**src/rtl/dmem_arbiter.sv**
```systemverilog
// ---------------------------------------------------------------------------
// dmem_arbiter
//   Two-port round-robin arbiter and sequencer in front of a single-port,
//   word-addressed data memory. One access runs at a time. Byte-enabled
//   partial stores become a read-modify-write pair, because the memory only
//   accepts full-word writes.
//
// Ports
//   clk, rst_n        clock, asynchronous active-low reset
//   req0..be0         port 0 (core load/store) request, held until ack0
//   ack0/rdata0/err0  port 0 one-cycle completion, read data, range error
//   req1..err1        port 1 (debug/DMA), same shape as port 0
//   mem_read          memory read enable
//   mem_write         memory write enable (sampled by memory at posedge)
//   mem_address       memory byte address
//   mem_write_data    memory write data
//   mem_read_data     combinational memory read data for mem_address
// ---------------------------------------------------------------------------
module dmem_arbiter #(
   parameter int unsigned MEM_WORDS = 1024
) (
   input  logic        clk,
   input  logic        rst_n,
   input  logic        req0,
   input  logic        we0,
   input  logic [31:0] addr0,
   input  logic [31:0] wdata0,
   input  logic [3:0]  be0,
   output logic        ack0,
   output logic [31:0] rdata0,
   output logic        err0,
   input  logic        req1,
   input  logic        we1,
   input  logic [31:0] addr1,
   input  logic [31:0] wdata1,
   input  logic [3:0]  be1,
   output logic        ack1,
   output logic [31:0] rdata1,
   output logic        err1,
   output logic        mem_read,
   output logic        mem_write,
   output logic [31:0] mem_address,
   output logic [31:0] mem_write_data,
   input  logic [31:0] mem_read_data
);

   localparam logic [32:0] ADDR_LIMIT = 33'(MEM_WORDS) * 33'd4;

   typedef enum logic [1:0] {
      IDLE   = 2'd0,
      ACCESS = 2'd1,
      RMW_WR = 2'd2
   } state_t;

   // Byte-wise merge of new store data over the current memory word.
   function automatic logic [31:0] merge_bytes(input logic [3:0]  be,
                                               input logic [31:0] new_word,
                                               input logic [31:0] old_word);
      logic [31:0] r;
      for (int k = 0; k < 4; k++) begin
         r[8*k +: 8] = be[k] ? new_word[8*k +: 8] : old_word[8*k +: 8];
      end
      return r;
   endfunction

   state_t      state_q, state_d;
   logic        rr_q, rr_d;
   logic        gnt_q, gnt_d;
   logic        we_q, we_d;
   logic [31:0] addr_q, addr_d;
   logic [31:0] wdata_q, wdata_d;
   logic [3:0]  be_q, be_d;
   logic [31:0] merge_q, merge_d;
   logic        ack0_q, ack0_d, ack1_q, ack1_d;
   logic        err0_q, err0_d, err1_q, err1_d;
   logic [31:0] rdata0_q, rdata0_d, rdata1_q, rdata1_d;

   logic        oor;
   logic        elig0, elig1, sel;
   logic        fin, fin_err, fin_rd;
   logic [31:0] fin_rdata;

   assign oor = ({1'b0, addr_q} >= ADDR_LIMIT);

   // Memory bus is decoded from state and latched request only, so a
   // requester changing its inputs can never glitch the memory interface.
   always_comb begin
      mem_read       = 1'b0;
      mem_write      = 1'b0;
      mem_address    = 32'd0;
      mem_write_data = 32'd0;
      case (state_q)
         ACCESS: begin
            if (!oor) begin
               if (!we_q) begin
                  mem_read    = 1'b1;
                  mem_address = addr_q;
               end else if (be_q == 4'hF) begin
                  mem_write      = 1'b1;
                  mem_address    = addr_q;
                  mem_write_data = wdata_q;
               end else if (be_q != 4'h0) begin
                  mem_read    = 1'b1;
                  mem_address = addr_q;
               end
            end
         end
         RMW_WR: begin
            mem_write      = 1'b1;
            mem_address    = addr_q;
            mem_write_data = merge_q;
         end
         default: ;
      endcase
   end

   always_comb begin
      state_d  = state_q;
      rr_d     = rr_q;
      gnt_d    = gnt_q;
      we_d     = we_q;
      addr_d   = addr_q;
      wdata_d  = wdata_q;
      be_d     = be_q;
      merge_d  = merge_q;
      ack0_d   = 1'b0;
      ack1_d   = 1'b0;
      err0_d   = 1'b0;
      err1_d   = 1'b0;
      rdata0_d = rdata0_q;
      rdata1_d = rdata1_q;

      // A port still holding req during its own ack cycle is not a new request.
      elig0 = req0 & ~ack0_q;
      elig1 = req1 & ~ack1_q;
      sel   = (elig0 & elig1) ? rr_q : elig1;

      fin       = 1'b0;
      fin_err   = 1'b0;
      fin_rd    = 1'b0;
      fin_rdata = 32'd0;

      case (state_q)
         IDLE: begin
            if (elig0 | elig1) begin
               gnt_d   = sel;
               rr_d    = ~sel;
               we_d    = sel ? we1    : we0;
               addr_d  = sel ? addr1  : addr0;
               wdata_d = sel ? wdata1 : wdata0;
               be_d    = sel ? be1    : be0;
               state_d = ACCESS;
            end
         end
         ACCESS: begin
            if (oor) begin
               fin     = 1'b1;
               fin_err = 1'b1;
               fin_rd  = ~we_q;
            end else if (!we_q) begin
               fin       = 1'b1;
               fin_rd    = 1'b1;
               fin_rdata = mem_read_data;
            end else if ((be_q == 4'hF) || (be_q == 4'h0)) begin
               fin = 1'b1;
            end else begin
               merge_d = merge_bytes(be_q, wdata_q, mem_read_data);
               state_d = RMW_WR;
            end
            if (fin) begin
               state_d = IDLE;
            end
         end
         RMW_WR: begin
            fin     = 1'b1;
            state_d = IDLE;
         end
         default: state_d = IDLE;
      endcase

      if (fin) begin
         if (!gnt_q) begin
            ack0_d = 1'b1;
            err0_d = fin_err;
            if (fin_rd) rdata0_d = fin_rdata;
         end else begin
            ack1_d = 1'b1;
            err1_d = fin_err;
            if (fin_rd) rdata1_d = fin_rdata;
         end
      end
   end

   always_ff @(posedge clk or negedge rst_n) begin
      if (!rst_n) begin
         state_q  <= IDLE;
         rr_q     <= 1'b0;
         gnt_q    <= 1'b0;
         we_q     <= 1'b0;
         addr_q   <= 32'd0;
         wdata_q  <= 32'd0;
         be_q     <= 4'd0;
         merge_q  <= 32'd0;
         ack0_q   <= 1'b0;
         ack1_q   <= 1'b0;
         err0_q   <= 1'b0;
         err1_q   <= 1'b0;
         rdata0_q <= 32'd0;
         rdata1_q <= 32'd0;
      end else begin
         state_q  <= state_d;
         rr_q     <= rr_d;
         gnt_q    <= gnt_d;
         we_q     <= we_d;
         addr_q   <= addr_d;
         wdata_q  <= wdata_d;
         be_q     <= be_d;
         merge_q  <= merge_d;
         ack0_q   <= ack0_d;
         ack1_q   <= ack1_d;
         err0_q   <= err0_d;
         err1_q   <= err1_d;
         rdata0_q <= rdata0_d;
         rdata1_q <= rdata1_d;
      end
   end

   assign ack0   = ack0_q;
   assign ack1   = ack1_q;
   assign err0   = err0_q;
   assign err1   = err1_q;
   assign rdata0 = rdata0_q;
   assign rdata1 = rdata1_q;

endmodule

```
**config.mk**
```make
export PLATFORM = sky130hd
export DESIGN_NAME = dmem_arbiter
export DESIGN_NICKNAME = d
export VERILOG_FILES = /design/src/rtl/dmem_arbiter.sv
export SDC_FILE = /design/constraint.sdc
export NUM_CORES = 1
export LEC_CHECK = 0
export BUFFER_PORTS_ARGS = -buffer_cell sky130_fd_sc_hd__buf_2
export CAP_MARGIN = 15
export CORE_MARGIN = 4
export CORE_UTILIZATION = 35
export CTS_BUF_LIST = sky130_fd_sc_hd__clkbuf_2
export DETAILED_ROUTE_END_ITERATION = 16
export PLACE_DENSITY = 0.63
export RECOVER_POWER = 50
export SYNTH_ARGS = -nofsm -noshare
export SYNTH_HDL_FRONTEND = slang
export SYNTH_SLANG_ARGS = --single-unit
```
**constraint.sdc**
```tcl
create_clock -name clk -period 2.1 [get_ports clk]
set_input_delay 0.105 -clock clk [delete_from_list [all_inputs] [get_ports clk]]
set_output_delay 0.105 -clock clk [all_outputs]
set_load 0.005 [all_outputs]
```
Word-level counts from Yosys, hierarchy flattened
Index checks and enable logic that the tools add are counted.

cells by class
  bitwise operators = 11
  equality and inequality tests = 7
  reduce and logical (&&, ||, !) cells = 9
  muxes and demuxes = 54
  order comparisons = 1

operators with widths
  operator                                                              count
  two-way mux 32 bit                                                    12
  one-hot mux 32 bit (2 select lines)                                   2
  greater-or-equal comparator 32 x 13 -> 1 bit (second input constant)  1
  two-way mux 8 bit                                                     4
  two-way mux 1 bit                                                     27
  two-way mux 2 bit                                                     5
  != test 3 bit (second input constant)                                 3
  AND reduction 4 bit                                                   2
  NOT 1 bit                                                             7
  AND reduction 3 bit                                                   2
  equality test 4 bit (second input constant)                           1
  zero test 4 bit                                                       1
  two-way mux 4 bit                                                     1
  one-hot mux 1 bit (2 select lines)                                    2
  one-hot mux 2 bit (2 select lines)                                    1
  nonzero test 4 bit                                                    1
  bitwise AND 1 bit                                                     3
  equality test 2 x 1 -> 1 bit (second input constant)                  1
  equality test 2 bit (second input constant)                           1
  zero test 2 bit                                                       1
  != test 2 bit (second input constant)                                 1
  AND reduction 2 bit                                                   1
  logical OR 1 bit                                                      1
  bitwise OR 1 bit                                                      1

storage, ports and cells
  register bits = 173
  input port bits = 174
  output and inout bits = 134

Logic depth before layout (Yosys ltp)
Gate-level depths: netlist (run 1).

  depth in word-level cells = 8
  mapped depth = 8
  depth with buffers taken out = 6

Worst setup path before layout (run 1)
OpenSTA, ideal clock, no wires.

  path kind = flip-flop to flip-flop
  start point = register addr_q[17]
  end point = register merge_q[10]
  data required time = 1975 ps
  stages on the path, launching flop included = 6
  period minus slack after synthesis = 2112 ps
  path slack = -12 ps
  data arrival time = 1988 ps
  path through = dfrtp_1 or4_1 buf_2 nor4_4 buf_6 mux2_2

between the ends
  longest elaborated chain between the ends = 3

ends and longest elaborated chain
  item                                          line  RTL
  start, declared                               70    logic [31:0] addr_q, addr_d;
  start signal, assigned                        215   addr_q <= addr_d;
  greater-or-equal comparator 32 x 13 -> 1 bit  83    assign oor = ({1'b0, addr_q} >= ADDR_LIMIT);
  NOT 1 bit (no line)                           --
  AND reduction 4 bit (no line)                 --
  end signal, assigned                          218   merge_q <= merge_d;
  end, declared                                 73    logic [31:0] merge_q, merge_d;

No other way between the ends.
A chain may end at the register's enable or synchronous reset.

Worst setup path after layout (run 1)
  start point = register addr_q[17]
  end point = output mem_write_data[24]

between the ends
  longest elaborated chain between the ends = 3

ends and longest elaborated chain
  item                                          line  RTL
  greater-or-equal comparator 32 x 13 -> 1 bit  83
  two-way mux 32 bit                            94    if (!oor) begin
  one-hot mux 32 bit (2 select lines)           92    case (state_q)
  end, declared                                 43    output logic [31:0] mem_write_data,

No other way between the ends.

==> out/results.txt, run 1 <==
met3 wire len: 1770 µm
GRT overflow: 0
overall routing resource usage: 23.5%
end of the worst hold path: rdata0[27]
setup violators final: 98
post-DP HPWL: 19300 µm
Pwr Density: 945 nW/µm²
CP required: 2.00 ns
#FFs+latches synth: 173
Slew @ Worst Pin: 1.72 ns
Routed Antenna Nets: 0
FMAX: 355 MHz
Routed met2 length: 15300 µm
Placer Congestion: 0.832
multi-input logic area: 3920 µm²
Avg Inst Size Synth: 10.8 µm²
sequential-to-total area share from yosys stat: 52.9%
leakage power: 0.00641 µW
Longest Clk Path Bufs: 2
compound-gate portion of the synthesized area: 22.8%
max_cap viols: 1
Synth Area in Simple Gates: 11.1%
post-synthesis xor/xnor area fraction: 0%
Hold Crit Class: in -> reg
yosys warns: 0
FF/Latch Area: 4330 µm²
clk root buf: clkbuf_2
part of the cycle the worst path needs: 134%
Reg2Reg Depth: 9
largest net degree at the start of global routing: 66
Post-Synth Adder-Cell Area: 0.458%
R2R Setup Slk: -0.19 ns
CTS buffer count: 17
Die Span Y: 161 µm
fillers: 1912
later-pin clock latency in the skew report: 0.73 ns
Setup CP Type: reg -> out
layout cells sized above 1: 40.5%
DRC viols: 0
RSZ-0062 raised after global routing: yes
area grow syn2layout: 60.7%
Die Wd: 161 µm
Clock H-tree levels: 4
io pins: 308
top sig layer: met4
Max-slew headroom: -14.8%
Period minus WS final: 2.82 ns
CTS tree: yes
WP data arrival: 2.71 ns
WL/cell: 20.1 µm
die area: 25900 µm²
Setup TNS: -40.47 ns
Via density: 5.19
DP Worst Slack: -0.102 ns
status: finished with violations
Initial Util: 35.8%
worst vdd ir: 494 µV
Sink Count: 173
Cells after DPL: 1347
Final Non-Filler Cells: 1588
Min-Delay Path Depth: 4
total power: 12400 µW
Final Hold Viols: 0
clk slew on worst S/H paths: 0.27 ns
slack of the critical path: -0.717 ns
endpoint class of the critical path: primary output
row cnt: 55
CP Max Fanout: 8
met1 wire length: 13600 µm
PortBufs: 307
post-route clock skew: 0.0296 ns
synthesized area: 8190 µm²
vias: 8243
core box area: 22800 µm²
Worst setup SP type: flop
Gate Count Post-Synth: 757
critical hold path startpoint: mem_read_data[27]
Pre-antenna DRT Iters: 5
number of global-route vias before repair: 8670
Layout Nets: 1437
first-pass GRT wire length: 48500 µm
post-synthesis mux area share: 9.08%
r2r endpoint: merge_q[0]
initial antenna violation count: 1
DRT iter0 DRCs: 462
Syn Nets: 934
Pins Over Slew Limit: 64
failing checks: max-capacitance violations, max-slew violations, negative setup slack
final core utilization: 57.6%
Routed Wire Length: 31900 µm
FF-to-FF Start: addr_q[24]
synth unique cells: 32
largest family of logic cells by synthesized area: compound AO/OA/AOI/OAI gates
-- worst max-delay path, cell delays in order (launching register included) --
cell and delay, ns:
dfrtp_1 0.45, or4_4 0.60, nor4_4 0.29, buf_6 0.21
buf_12 0.15, a22o_1 0.16, buf_2 0.12
-- synth_stat cells --
cell	count	area, µm²
dfrtp_1	173	4330
a22o_1	170	1490
nand2_1	136	510
o21ai_0	66	330
mux2_2	64	721
clkbuf_1	62	233
and3_1	21	131
nor2b_1	15	93.8
nor2_1	6	22.5
buf_2	5	25.0
nor4_1	4	25.0
buf_6	3	33.8
ha_1	3	37.5
inv_1	3	11.3
mux2_1	2	22.5
nand2b_1	2	12.5
nand3_1	2	10.0
nand4_1	2	12.5
nor3_1	2	10.0
or2_2	2	12.5
or3_1	2	12.5
or4_1	2	15.0
a21boi_0	1	7.51
a21oi_1	1	5.00
and2_1	1	6.26
buf_1	1	3.75
nor4_2	1	12.5
nor4_4	1	21.3
o21a_1	1	7.51
o21ai_1	1	5.00
o31ai_1	1	7.51
o41a_1	1	11.3
-- flip-flops by register name, summed over array words and instances, names as in the netlist --
name     cells
state_q      2
gnt_q        1
ack0         1
rr_q         1
rdata1      32
merge_q     32
err1         1
rdata0      32
err0         1
we_q         1
be_q         4
wdata_q     32
ack1         1
addr_q      32
-- timing repair --
action,4_1_cts,5_1_grt
hold buffers,175,0
buffers inserted,12,15
resized for setup,72,91
pin swaps,6,16
endpoints found under the setup margin,98,152
hold endpoints to repair,342,0
cloned,6,4
-- logic make-up after synthesis --
| logic type | Yosys count |
|---|---|
| compound gates | 242 |
| flops | 173 |
| buf+inv | 74 |
| simple gates | 199 |
| fa+ha+maj | 3 |
| mux | 66 |
-- where the power goes --
part / switching (µW) / internal (µW)
clock: 1280 / 576
sequential: 837 / 4380
combinational: 2630 / 2740
-- layout by cell type, fill, tap and decap left out, drive strengths merged --
cell         count
inv              9
dfrtp          173
a22o           170
buf            371
diode            2
nand4            2
o21a             1
o41a             1
a21boi           1
nor2             6
dlygate4sd3    175
clkinv           3
or3              2
and3            21
a21oi            1
nand2b           2
nor2b           15
clkinvlp         3
o31ai            1
ha               3
nor3             2
nand2          136
or2              2
and2             1
o21ai           67
or4              2
clkbuf          27
mux2            66
nand3            2
bufinv           2
nor4             6
-- layer usage --
| layer | vias up | global-route usage (%) |
|---|---|---|
| met5 | - | 0 |
| met4 | 0 | 8.61 |
| met3 | 78 | 5.11 |
| met2 | 324 | 39.3 |
| met1 | 4052 | 30.2 |
| li1 | 3789 | - |
-- cell type report --
| cell class | count | share of cell area (%) |
|---|---|---|
| Antenna cell | 2 | 0.0380 |
| Sequential cell | 173 | 32.9 |
| Timing Repair Buffer | 555 | 32.4 |
| Clock inverter | 14 | 1.19 |
| Multi-Input combinational cell | 510 | 29.7 |
| Clock buffer | 18 | 0.685 |
| Tap cell | 313 | 2.98 |
| Inverter | 3 | 0.0856 |
-- worst max-delay path by stage --
stage	slack, ns	startpoint	end
3_5_place_dp	-0.10	addr_q[14]	merge_q[9]
6_report	-0.72	addr_q[17]	mem_write_data[24]
3_3_place_gp	-0.08	addr_q[14]	merge_q[8]
4_1_cts	-0.78	addr_q[13]	mem_write_data[24]
2_1_floorplan	0.07	addr_q[14]	merge_q[10]
5_1_grt	-0.88	addr_q[17]	mem_write_data[24]
-- per-stage QoR --
| stage | instance area [µm²] | hold slack [ns] |
|---|---|---|
| floorplan | 8190 | -0.191 |
| global placement | 10300 | 0.151 |
| detailed placement | 10300 | 0.154 |
| CTS | 12800 | 0.0534 |
| global route | 13200 | 0.0350 |
| finish | 13200 | 0.136 |
Power figures use the tool's default switching activity.
==> run 2, diff against run 1 <==
--- a/config.mk
+++ b/config.mk
@@ -11,7 +11,7 @@
 export CORE_UTILIZATION = 35
 export CTS_BUF_LIST = sky130_fd_sc_hd__clkbuf_2
 export DETAILED_ROUTE_END_ITERATION = 16
-export PLACE_DENSITY = 0.63
+export PLACE_DENSITY = 0.61
 export RECOVER_POWER = 50
 export SYNTH_ARGS = -nofsm -noshare
 export SYNTH_HDL_FRONTEND = slang
==> constraint.sdc (replaced) <==
create_clock -name clk -period 3.12 [get_ports clk]
set_input_delay 0.312 -clock clk [delete_from_list [all_inputs] [get_ports clk]]
set_output_delay 0.312 -clock clk [all_outputs]
set_load 0.1 [all_outputs]
==> out/results.txt, run 2 (synthesized netlist as in run 1, its figures left out) <==
Clock H-tree levels: 4 (unchanged)
die area: 25900 µm² (unchanged)
Sink Count: 173 (unchanged)
Routed Wire Length: 30300 µm (-5.0%)
core box area: 22800 µm² (unchanged)
Longest Clk Path Bufs: 2 (unchanged)
GRT overflow: 0 (unchanged)
Layout Nets: 1393 (-3.1%)
io pins: 308 (unchanged)
later-pin clock latency in the skew report: 0.78 ns (+0.05 ns)
first-pass GRT wire length: 46000 µm (-5.2%)
leakage power: 0.00656 µW (+2.4%)
CTS buffer count: 17 (unchanged)
failing checks: max-capacitance violations, max-slew violations, negative setup slack
final core utilization: 57.6% (about the same)
Die Span Y: 161 µm (unchanged)
Pwr Density: 774 nW/µm² (-18%)
number of global-route vias before repair: 8411 (-3.0%)
part of the cycle the worst path needs: 103%
CP Max Fanout: 12 (+4)
CTS tree: yes
commonest non-fill, non-tap cells in the layout: buf_2, dlygate4sd3_1, dfrtp_1
Reg2Reg Depth: 6 (-3)
post-route clock skew: 0.0357 ns (+0.00605 ns)
M1 GR Usage: 27.5% (-2.7 points)
Pre-antenna DRT Iters: 5 (unchanged)
Via density: 5.19 (about the same)
FMAX: 311 MHz
PortBufs: 307 (unchanged)
RSZ-0062 raised after global routing: yes
clk slew on worst S/H paths: 0.27 ns (about the same)
Pins Over Slew Limit: 89 (+39%)
vias: 8009 (-2.8%)
endpoint class of the critical path: primary output
total power: 10200 µW (-18%)
DRC viols: 0 (unchanged)
busiest layer in global routing: met2
Routed Antenna Nets: 0 (unchanged)
Slew @ Worst Pin: 2.20 ns (+0.477 ns)
status: finished with violations
clk root buf: clkbuf_2
post-DP HPWL: 18700 µm (-3.0%)
setup violators final: 15 (-85%)
Initial Util: 35.8% (unchanged)
Cells after DPL: 1324 (-1.7%)
Placer Congestion: 0.826 (-0.78%)
Setup TNS: -0.746 ns (+39.73 ns)
GR met3 Demand/Resource: 4.95% (-0.15 points)
Die Wd: 161 µm (unchanged)
Setup CP Type: reg -> out
initial antenna violation count: 2 (+1)
overall routing resource usage: 22.2% (-1.3 points)
Max-slew headroom: -46.6% (-32 points)
Worst setup SP type: flop
WL/cell: 19.6 µm (-2.3%)
Min-Delay Path Depth: 4 (unchanged)
CP required: 2.81 ns (+0.81 ns)
commonest non-fill, non-tap cell in the layout: buf_2
DRT iter0 DRCs: 526 (+14%)
Period minus WS final: 3.22 ns
met2 Track Usage GR: 37.7% (-1.6 points)
area grow syn2layout: 60.8% (about the same)
Final Hold Viols: 0 (unchanged)
Hold Crit Class: in -> reg
row cnt: 55 (unchanged)
hold slack: 0.111 ns (-0.0255 ns)
largest net degree at the start of global routing: 89 (+35%)
layout cells sized above 1: 40.3% (-0.18 points)
WP data arrival: 2.90 ns (+0.19 ns)
Final Non-Filler Cells: 1544 (-2.8%)
max_cap viols: 1 (unchanged)
worst vdd ir: 453 µV (-8.3%)
slack of the critical path: -0.0968 ns (+0.620 ns)
==> run 2: cell count changes in the layout (fill, tap and decap cells not counted), sizes merged, moves of 2 or more <==
cell         before  now
buf             371  334
clkbuf           27   21
inv               9   13
dlygate4sd3     175  172
clkinvlp          3    1
==> run 2: layout make-up <==
class / count / area (µm²)
Clock buffer: 17 / 85.1
Antenna cell: 2 / 5.00
Multi-Input combinational cell: 511 / 3950
Tap cell: 313 / 392
Fill cell: 1905 / 9680
Sequential cell: 173 / 4330
Clock inverter: 15 / 151
Inverter: 3 / 11.3
Timing Repair Buffer: 510 / 4240
==> run 2: worst max-delay path: stages (launching register included) <==
cell and delay (ns):
dfrtp_1 0.46, or4_4 0.61, o41a_4 0.64, nor2b_1 0.19, buf_6 0.25
==> run 2: metal layers <==
| layer | vias up | share of wire [%] |
|---|---|---|
| met5 | - | 0 |
| met2 | 311 | 50 |
| met3 | 61 | 5.5 |
| li1 | 3700 | - |
| met4 | 0 | 3.0 |
| met1 | 3937 | 41 |
==> run 2: timing repair <==
item	CTS	global route
gates cloned	0	3
buffers inserted	4	6
resized for setup	59	51
hold endpoints to repair	252	0
pin swaps	1	6
hold buffers	172	0
setup endpoints to repair	46	46
==> run 2: path summary, 6_finish.rpt <==
check | start | end | slack (ns)
min in group asynchronous | rst_n | rdata1[11] | 0.64
hold reg to reg | rdata0[2] | rdata0[2] | 0.51
setup / recovery | addr_q[17] | mem_address[8] | -0.1
max in group asynchronous | rst_n | rdata0[30] | 0.48
setup reg to reg | ack1 | addr_q[31] | 0.30
hold / removal | req1 | gnt_q | 0.11
==> run 2: power by group <==
group | leakage, µW | switching [µW] | total [µW] | internal [µW]
registers | 0.00228 | 582 | 3530 | 2950
logic | 0.00414 | 3600 | 5430 | 1830
clock network | 0.000144 | 906 | 1230 | 325
==> run 2: per-stage QoR <==
step / cell area [µm²] / worst slack [ns]
floorplan: 8190 / -0.214
global placement: 10500 / 0.466
detailed placement: 10500 / 0.414
CTS: 12700 / -0.138
global route: 13200 / -0.262
finish: 13200 / -0.0968
